**src/rtl/conv_tile_sched.sv**
```systemverilog
// conv_tile_sched
//   Tile sequencer for the convolution accelerator. It walks the output volume
//   in this loop order: tile_out (outermost), then tile_row, then tile_col.
//   For each output tile it runs a load/compute pair for every input-channel
//   tile and then issues one store. Every stage is started with a one-cycle
//   pulse and acknowledged with a one-cycle done pulse.
//
// Ports
//   clk_i, rst_i          clock, synchronous active-high reset
//   conv_start_i          start a full layer; only honoured when idle
//   load_start_o          load the tile at the current indices
//   load_done_i           load acknowledged
//   compute_start_o       run the PE array on the loaded tile
//   acc_clear_o           qualifies compute_start_o: first input tile, clear accumulators
//   compute_done_i        compute acknowledged
//   store_start_o         dump the output tile and write it back to DDR
//   store_done_i          both store paths finished
//   tile_row_o/col_o/in_o/out_o  current tile indices
//   busy_o                high whenever the sequencer is not idle
//   conv_done_o           last store of the layer acknowledged
module conv_tile_sched #(
  parameter int TILE_ROW_NUM = 4,
  parameter int TILE_COL_NUM = 4,
  parameter int TILE_IN_NUM  = 2,
  parameter int TILE_OUT_NUM = 2,
  parameter int CW           = 8
) (
  input  logic          clk_i,
  input  logic          rst_i,
  input  logic          conv_start_i,
  output logic          load_start_o,
  input  logic          load_done_i,
  output logic          compute_start_o,
  output logic          acc_clear_o,
  input  logic          compute_done_i,
  output logic          store_start_o,
  input  logic          store_done_i,
  output logic [CW-1:0] tile_row_o,
  output logic [CW-1:0] tile_col_o,
  output logic [CW-1:0] tile_in_o,
  output logic [CW-1:0] tile_out_o,
  output logic          busy_o,
  output logic          conv_done_o
);

  typedef enum logic [3:0] {
    S_IDLE, S_LOAD, S_WAIT_LOAD, S_COMP, S_WAIT_COMP,
    S_STORE, S_WAIT_STORE, S_NEXT, S_FIN
  } state_e;

  localparam logic [CW-1:0] ROW_LAST = CW'(TILE_ROW_NUM - 1);
  localparam logic [CW-1:0] COL_LAST = CW'(TILE_COL_NUM - 1);
  localparam logic [CW-1:0] IN_LAST  = CW'(TILE_IN_NUM - 1);
  localparam logic [CW-1:0] OUT_LAST = CW'(TILE_OUT_NUM - 1);

  state_e        state_q, state_d;
  logic [CW-1:0] row_q, row_d, col_q, col_d, in_q, in_d, out_q, out_d;

  logic load_start_q, load_start_d;
  logic compute_start_q, compute_start_d;
  logic acc_clear_q, acc_clear_d;
  logic store_start_q, store_start_d;
  logic busy_q, busy_d;
  logic conv_done_q, conv_done_d;

  // State, index and output registers
  always_ff @(posedge clk_i) begin
    if (rst_i) begin
      state_q         <= S_IDLE;
      row_q           <= '0;
      col_q           <= '0;
      in_q            <= '0;
      out_q           <= '0;
      load_start_q    <= 1'b0;
      compute_start_q <= 1'b0;
      acc_clear_q     <= 1'b0;
      store_start_q   <= 1'b0;
      busy_q          <= 1'b0;
      conv_done_q     <= 1'b0;
    end else begin
      state_q         <= state_d;
      row_q           <= row_d;
      col_q           <= col_d;
      in_q            <= in_d;
      out_q           <= out_d;
      load_start_q    <= load_start_d;
      compute_start_q <= compute_start_d;
      acc_clear_q     <= acc_clear_d;
      store_start_q   <= store_start_d;
      busy_q          <= busy_d;
      conv_done_q     <= conv_done_d;
    end
  end

  // Next state and index stepping. Done inputs are only looked at in their
  // own wait state, so stray or stretched pulses fall on the floor.
  always_comb begin
    state_d = state_q;
    row_d   = row_q;
    col_d   = col_q;
    in_d    = in_q;
    out_d   = out_q;
    case (state_q)
      S_IDLE:       if (conv_start_i) state_d = S_LOAD;
      S_LOAD:       state_d = S_WAIT_LOAD;
      S_WAIT_LOAD:  if (load_done_i) state_d = S_COMP;
      S_COMP:       state_d = S_WAIT_COMP;
      S_WAIT_COMP: begin
        if (compute_done_i) begin
          if (in_q == IN_LAST) begin
            state_d = S_STORE;
          end else begin
            in_d    = in_q + 1'b1;
            state_d = S_LOAD;
          end
        end
      end
      S_STORE:      state_d = S_WAIT_STORE;
      S_WAIT_STORE: if (store_done_i) state_d = S_NEXT;
      S_NEXT: begin
        // Odometer step: col fastest, then row, then out.
        in_d    = '0;
        state_d = S_LOAD;
        if (col_q == COL_LAST) begin
          col_d = '0;
          if (row_q == ROW_LAST) begin
            row_d = '0;
            if (out_q == OUT_LAST) begin
              out_d   = '0;
              state_d = S_FIN;
            end else begin
              out_d = out_q + 1'b1;
            end
          end else begin
            row_d = row_q + 1'b1;
          end
        end else begin
          col_d = col_q + 1'b1;
        end
      end
      S_FIN: begin
        row_d   = '0;
        col_d   = '0;
        in_d    = '0;
        out_d   = '0;
        state_d = S_IDLE;
      end
      default: state_d = S_IDLE;
    endcase
  end

  // Outputs are decoded from the next state and registered, so each pulse
  // lines up exactly with the cycle the FSM sits in the matching state.
  always_comb begin
    load_start_d    = (state_d == S_LOAD);
    compute_start_d = (state_d == S_COMP);
    acc_clear_d     = (state_d == S_COMP) && (in_d == '0);
    store_start_d   = (state_d == S_STORE);
    conv_done_d     = (state_d == S_FIN);
    busy_d          = (state_d != S_IDLE);
  end

  assign load_start_o    = load_start_q;
  assign compute_start_o = compute_start_q;
  assign acc_clear_o     = acc_clear_q;
  assign store_start_o   = store_start_q;
  assign busy_o          = busy_q;
  assign conv_done_o     = conv_done_q;
  assign tile_row_o      = row_q;
  assign tile_col_o      = col_q;
  assign tile_in_o       = in_q;
  assign tile_out_o      = out_q;

endmodule

```
**config.mk**
```make
export PLATFORM = sky130hd
export DESIGN_NAME = conv_tile_sched
export DESIGN_NICKNAME = d
export VERILOG_FILES = /design/src/rtl/conv_tile_sched.sv
export SDC_FILE = /design/constraint.sdc
export NUM_CORES = 1
export LEC_CHECK = 0
export CORE_ASPECT_RATIO = 2
export CORE_MARGIN = 4
export CORE_UTILIZATION = 55
export CTS_CLUSTER_DIAMETER = 40
export DETAILED_ROUTE_END_ITERATION = 8
export PLACE_DENSITY_LB_ADDON = 0.15
export SYNTH_ARGS = -nofsm -noshare
export SYNTH_HDL_FRONTEND = slang
export SYNTH_SLANG_ARGS = --single-unit
export TNS_END_PERCENT = 30
```
**constraint.sdc**
```tcl
create_clock -name clk_i -period 4.54 [get_ports clk_i]
set_clock_uncertainty 0.2 [all_clocks]
set_input_delay 1.135 -clock clk_i [delete_from_list [all_inputs] [get_ports clk_i]]
set_output_delay 1.135 -clock clk_i [all_outputs]
set_load 0.005 [all_outputs]
```
==> results.txt, run 1 <==
The register-to-register setup slack is approximately 1900 ps. Input and output buffers added on the ports amount to 43. The total congestion overflow is 0. In the routed design, unresolved DRC markers number 0. The hold buffer count at CTS came out at 0.

Once the clock tree was built, the setup fixing pass inserted 0 buffers. STA classifies the critical path startpoint as an input port. The global-route wire length before repair is 9045 um.

The library cells used most frequently in the layout, excluding fill and tap cells, are sky130_fd_sc_hd__clkdlybuf4s50_1, sky130_fd_sc_hd__dfxtp_1, sky130_fd_sc_hd__nor2_1. The via count of the first global-routing pass was between 2k and 2.5k. The achievable clock frequency is about 350 MHz.

The die covers between 0.005 and 0.006 mm2. Per report_power, the clock group accounts for 39.3% of the total. The final weighted congestion in routability-driven placement came out at approximately 0.86. The post-synthesis average cell area is ~8.4 um2.

The number of enable flip-flop cells after synthesis came out at 0. The initial detailed-routing violation count is 36. At the pin with the least slew margin, the transition time is ~950 ps. The CTS tree is done. The pre-CTS setup slack is between 1000 and 1500 ps. The number of max-slew violations in the final report is 0. The number of hold violations in the final report is 0.

The maximum clock path buffer count is 2. Counting the buffers created by CTS gives 5. Dividing total power by cell area gives a power density of 257.7 mW/mm2. The internal portion of the total power is between 0.5 and 0.6 mW.

In this run the worst path has a maximum fanout of 8. The count of antenna diodes in the layout is 0. The worst reg2reg path startpoint is tile_row_o[0]. The area growth from synthesis to layout is 25.53%. The count of TritonRoute iterations in the first routing pass is 4. The critical path in this run is classified as input port to register.

The number of antenna-violating nets in the routed design came out at 0. The number of cells traversed by the worst register-to-register path came out at 6. The most frequently used flop master after synthesis is sky130_fd_sc_hd__dfxtp_1. At the worst endpoint, the required time is around 4500 ps.

The endpoint type of the worst setup path is a register. Following the worst setup path forward leads to its endpoint at acc_clear_o. The sequential share of the synthesized area is between 30% and 40%. The net count of the finished layout came out at ~310. The layout cell share with drive strength beyond 1 came out at under 10%.

The number of antenna violations at the first check in global routing came out at 0. The worst endpoint data arrival time came out at 2900 ps. The height of the chip is between 90 and 100 um.

The minimum clock period after layout came out at between 2000 and 3000 ps. The terminus of the critical flop-to-flop path is tile_out_o[5]. The post-synthesis share of cell area spent on xor and xnor gates came out at around 4.8%. The synthesized-area fraction occupied by adder cells came out at ~3.4%.

In this run the tightest slew margin relative to its limit is 35.94%. The routed layout has roughly 2.1k vias. The logic gate share of total power came out at under 10%.

The number of distinct standard cells referenced by the synthesized netlist is 52. The switching power summed over all nets is 0.1561 mW. Across the run, the number of max-cap violations was 0. The flow ran to the end, and the final reports show no timing, DRC or antenna violations.

In the final timing run, aggregate negative setup slack is 0 ps. The count of yosys warnings during synthesis came out at 0. For this configuration, the core starts out at a cell density of a little under three fifths. The peak ir drop on the vdd network came out at approximately 0.00028 V. The wire length per cell after detailed routing is roughly 15 um. The complex-gate fraction of the synthesized area is between 10% and 20%.

The count of final setup violators is 0. Dividing the final minimum period by the clock period gives 63.83%. In this run the clock root is driven by a sky130_fd_sc_hd__clkbuf_8. The fraction of registers with async set or reset after synthesis is 0%. The clock slew at the register clock pins of the worst setup and hold paths is 80 ps.

In this run the worst hold path is classified as register to register. The clock insertion delay at the later pin of the skew report is 290 ps. The post-cts sizing count came out at 0. Registers are responsible for a little over half of the overall power. The H-tree depth is 2.

The post-synth design cell area is about 0.0022 mm2. The synthesized instance count is 260. The total wire length is 5329 um. The count of pins on the block boundary is 44. The mean number of vias per cell came out at a little under 6. The post-synthesis net count came out at between 200 and 300. The completed layout was analyzed and its total power is 0.7072 mW. The dominant combinational cell family by area after synthesis is simple AND/OR/NAND/NOR gates. Once routing completed, OpenROAD measured the worst setup slack at 1642 ps.

Setup repair after global routing left no endpoint under its margin. The synthesized-area fraction occupied by and/or/nand/nor cells came out at just under 30%. The static power due to leakage is about 0.93 nW. The mux share of post-synthesis cell area came out at 1.145%. The clock sink total came out at 42. The floorplan has 32 rows. The horizontal extent of the die is 52.58 um.

The number of synthesized register bits came out at between 40 and 50. The switching share of power is between 20 and 25%. The total core area is 0.003844 mm2. The all-layer global routing usage came out at approximately 22%. Once detailed placement completed, the half-perimeter wirelength came to just over 4000 um. Tracing the worst setup path back leads to its startpoint at compute_done_i.

The number of filler instances in the final layout is between 300 and 400. Leaving out fill and tap cells, the most frequent cell in the layout is sky130_fd_sc_hd__clkdlybuf4s50_1. Entering global routing, the biggest net connects 26 pins.
power by group through the flow:
stage	logic (mW)	registers [mW]	clock network [mW]
6_report	0.0452	0.384	0.278
5_1_grt	0.0496	0.386	0.299
4_1_cts	0.0455	0.384	0.284
3_5_place_dp	0.0453	0.393	0
3_3_place_gp	0.0447	0.392	0
2_1_floorplan	0.0357	0.386	0
cell families (layout without fill, tap and decap cells):
group / after synthesis / count (layout)
xor gates and xnor gates: 12 / 12
muxes: 2 / 2
and+or+nand+nor: 112 / 112
buffers and inverters: 20 / 61
AOI/OAI and AO/OA: 66 / 66
DFF: 42 / 42
adders and majority gates: 6 / 6
state kept, by name, indices dropped and copies added, names as in the netlist:
signal / flops
tile_out_o: 8
tile_in_o: 8
store_start_o: 1
conv_done_o: 1
load_start_o: 1
tile_row_o: 8
tile_col_o: 8
compute_start_o: 1
busy_o: 1
acc_clear_o: 1
state_q: 4
critical path: stages:
cell,delay [ps]
sky130_fd_sc_hd__clkdlybuf4s50_1,650
sky130_fd_sc_hd__and4_1,330
sky130_fd_sc_hd__a21oi_1,100
sky130_fd_sc_hd__o21ai_0,240
sky130_fd_sc_hd__nand4_1,160
sky130_fd_sc_hd__nor4_2,290
stage by stage:
| step | util, % | cell area, um2 | hold WS (ps) | cells |
|---|---|---|---|---|
| 2_1_floorplan | - | 2186 | 276.7 | 260 |
| 3_3_place_gp | 68.52 | 2634 | 286.0 | 344 |
| 3_5_place_dp | 68.52 | 2634 | 289.7 | 344 |
| 4_1_cts | 71.39 | 2744 | 303.7 | 352 |
| 5_1_grt | 71.39 | 2744 | 339.2 | 352 |
| 6_report | 71.39 | 2744 | 301.2 | 352 |
routing by layer:
metal	track usage (%)	share of wire [%]	vias to the layer above
met5	0	0	-
met4	9.055	2.7	0
met3	4.455	2.1	12
met2	40.61	57	39
met1	23.86	38	998
li1	-	-	1036
area by class of cell:
cell class | count | area (um2) | area share (%)
clock buffer | 8 | 110.1 | 4.013
sequential | 42 | 840.8 | 30.64
multi-input combinational | 198 | 1257 | 45.83
tap | 51 | 63.81 | 2.326
timing repair buffer | 44 | 437.9 | 15.96
inverter | 9 | 33.78 | 1.231
how the worst min path moves through the flow:
stage	startpoint	endpoint	slack (ps)	depth (start not counted)
finish	tile_row_o[1]	tile_row_o[1]	300	2
global route	tile_row_o[1]	tile_row_o[1]	340	2
CTS	tile_out_o[6]	tile_out_o[6]	300	2
detailed placement	tile_out_o[6]	tile_out_o[6]	290	2
global placement	tile_row_o[1]	tile_row_o[1]	290	2
floorplan	tile_row_o[1]	tile_row_o[1]	280	2
synth_stat cells, drive strengths merged (5+ instances only):
master,number,area share (%)
buf,6,1.6
a21oi,25,5.7
and3,5,1.4
xor2,5,2.0
nand4,9,2.6
nand3,5,1.1
dfxtp,42,38
o21ai,18,4.1
ha,6,3.4
xnor2,7,2.8
nand3b,6,2.1
nor4,6,2.0
nor2,27,4.6
or3,7,2.0
inv,9,1.5
nand2,16,2.7
nor3,8,1.8
clkbuf,5,0.86
(Power assumes the default switching activity.)
==> inputs of run 2 (changes only) <==
- CORE_UTILIZATION: 55 -> 46
- clock period: 4.54 -> 2.6 ns (I/O delays scaled with it)
==> run 2 against run 1 <==
Worst hold slack got worse by 2.2 ps. Non-clock buffer count is 14 higher. Largest power group unchanged. Sequential power up 74%. Clock power rose by 55%. Global-route usage shrank 2.7 points. Die area increased by 17%.
==> results.txt, run 2 (synthesis gave the netlist of run 1 again) <==
The all-layer global routing usage came out at 19.79% (-2.7 points). Clock tree synthesis selected as its root buffer the cell sky130_fd_sc_hd__clkbuf_8. The critical path data required time is 2630 ps (-1910 ps). The net count of the finished layout was 326 (+4.5%).

The final setup TNS came out at 0 ps (unchanged). The number of antenna violations at the first check in global routing came out at 0 (unchanged). The count of final setup violators is 0 (unchanged).

Setup repair after global routing left no endpoint under its margin. The total congestion overflow was 0 (unchanged). The final standard cell utilization of the core is 61.80% (-9.6 points).

The post-CTS repair timing setup buffer count came out at 0 (unchanged). The number of cells traversed by the worst register-to-register path came out at 6 (unchanged). The area added between synthesis and finish came out at 29.99%.

The maximum net fanout on the critical path came to 13 (+5). The library cell used most frequently in the layout, excluding fill and tap cells, is sky130_fd_sc_hd__clkdlybuf4s50_1. The number of max-cap violations came out at 0 (unchanged). The number of stages on the worst hold path came out at 2 (unchanged).

The maximum number of pins on one net before global-route repair came to 25 (-3.8%). The worst endpoint data arrival time came out at 2450 ps (-450 ps). The clock sink total came to 42 (unchanged). The horizontal extent of the die is 56.75 um (+7.9%). The final worst-path setup slack came to 175.8 ps (-1466 ps). The power per unit of standard cell area is 418.1 mW/mm2 (+62%). The mean number of vias per cell was 5.841 (-1.4%).

The pre-CTS setup slack is 7.826 ps (-1423 ps). The detailed placer's ending HPWL came to 4334 um (+7.8%). The worst-case headroom to the max-slew limit is 58.79% (+23 points). The clock insertion delay at the later pin of the skew report came to 290 ps (about the same). The number of antenna-violating nets in the routed design came out at 0 (unchanged). The flow ran to the end, and the final reports show no timing, DRC or antenna violations. The H-tree depth came out at 2 (unchanged).

The global-route wire length before repair is 9687 um (+7.1%). The total wire length is 5636 um (+5.8%). The count of unresolved DRC violations after routing came out at 0 (unchanged). The number of clock buffers inserted by TritonCTS came out at 5 (unchanged). The peak ir drop on the vdd network was 0.0003597 V (+30%). The total via count in the routed design came out at 2,161 (+3.6%). The achievable clock frequency is about 410 MHz.

The slew at the pin closest to its max-slew limit is 616.8 ps (-335.3 ps). The total core area is 0.004598 mm2 (+20%). The layout cell share with drive strength beyond 1 came out at 9.206% (+4.2 points). The initial core utilization is 47.54% (-9.3 points). The height of the chip is 105.5 um (+8.6%). The total number of placement rows came out at 35 (+9.4%). The final hold slack is 299.0 ps (-2.225 ps). The number of max-slew violations in the final report was 0 (unchanged). TritonCTS built the clock tree. The count of pins on the block boundary is 44 (unchanged). The total of buffers placed on input and output ports is 43 (unchanged). The count of TritonRoute iterations in the first routing pass came to 4 (unchanged). In this run the worst hold path is classified as register to register. The top cell types in the final layout, fill and taps aside, are sky130_fd_sc_hd__clkdlybuf4s50_1, sky130_fd_sc_hd__dfxtp_1, sky130_fd_sc_hd__nor2_1. The via count of the first global-routing pass is 2,144 (+5.5%). The number of hold violations in the final report is 0 (unchanged). The static power due to leakage was 0.9947 nW (+6.5%). The minimum clock period after layout is around 2400 ps.

The wire length per cell after detailed routing was 15.23 um (+0.62%). The endpoint type of the worst setup path is a register. The initial detailed-routing violation count came to 74 (+110%).

The full die area is 0.005986 mm2 (+17%). The final period utilization is 93.24%. The final weighted congestion in routability-driven placement came out at 0.8863 (+3.4%).

The count of antenna diodes in the layout is 0 (unchanged). The clock slew at the register clock pins of the worst setup and hold paths is 80 ps (about the same). The startpoint type of the worst setup path is a register. The path type of the worst setup path is register to register. The hold buffer count at CTS was 0 (unchanged). The maximum clock path buffer count came to 2 (unchanged).
run 2: final timing paths:
path	slack, ps	to	from
max reg2reg	180	tile_out_o[5]	tile_col_o[0]
max	180	tile_out_o[5]	tile_col_o[0]
min	300	tile_out_o[6]	tile_out_o[6]
min reg2reg	300	tile_out_o[6]	tile_out_o[6]
run 2: timing repair:
item                                    in CTS  in global routing
endpoints found under the setup margin       0                  2
hold endpoints to repair                     0                  0
resized for setup                            0                  1
run 2: layer usage:
metal	part of all wire (%)	global-route usage [%]	vias to the layer above
met4	2.6	8.624	0
li1	-	-	1067
met2	58	37.00	47
met3	2.3	3.309	13
met1	37	20.90	1034
met5	0	0	-
run 2: power by group:
part	internal [mW]	leakage [nW]	switching (mW)
logic	0.0447	0.607	0.0424
clock network	0.214	0.0482	0.218
registers	0.654	0.339	0.0150
total	0.913	0.995	0.275
run 2: critical path, cell delays in order, from the launching register on:
cell and delay [ps]:
sky130_fd_sc_hd__dfxtp_1 400, sky130_fd_sc_hd__ha_1 250, sky130_fd_sc_hd__nor4b_2 320, sky130_fd_sc_hd__nand4_1 160, sky130_fd_sc_hd__o21a_1 340, sky130_fd_sc_hd__or4_1 550, sky130_fd_sc_hd__a21oi_1 140
run 2: stage by stage:
| step | instance area [um2] | std cells | power, mW |
|---|---|---|---|
| after floorplan | 2186 | 260 | 0.7369 |
| after global placement | 2744 | 362 | 0.7703 |
| after detailed placement | 2744 | 362 | 0.7716 |
| after CTS | 2835 | 370 | 1.204 |
| after global routing | 2841 | 370 | 1.236 |
| final | 2841 | 370 | 1.188 |
run 2: final cells by class:
class / count / area [um2]
fill: 417 / 1757
multi-input combinational: 198 / 1264
sequential: 42 / 840.8
timing repair buffer: 58 / 543.0
clock buffer: 7 / 86.33
tap: 55 / 68.82
inverter: 9 / 33.78
clock inverter: 1 / 5.005
==> inputs of run 3 (changes only) <==
- HOLD_SLACK_MARGIN: not set -> 0.12
==> results of run 3 <==
The final DEF is identical to that of run 2; final timing and power are the same.
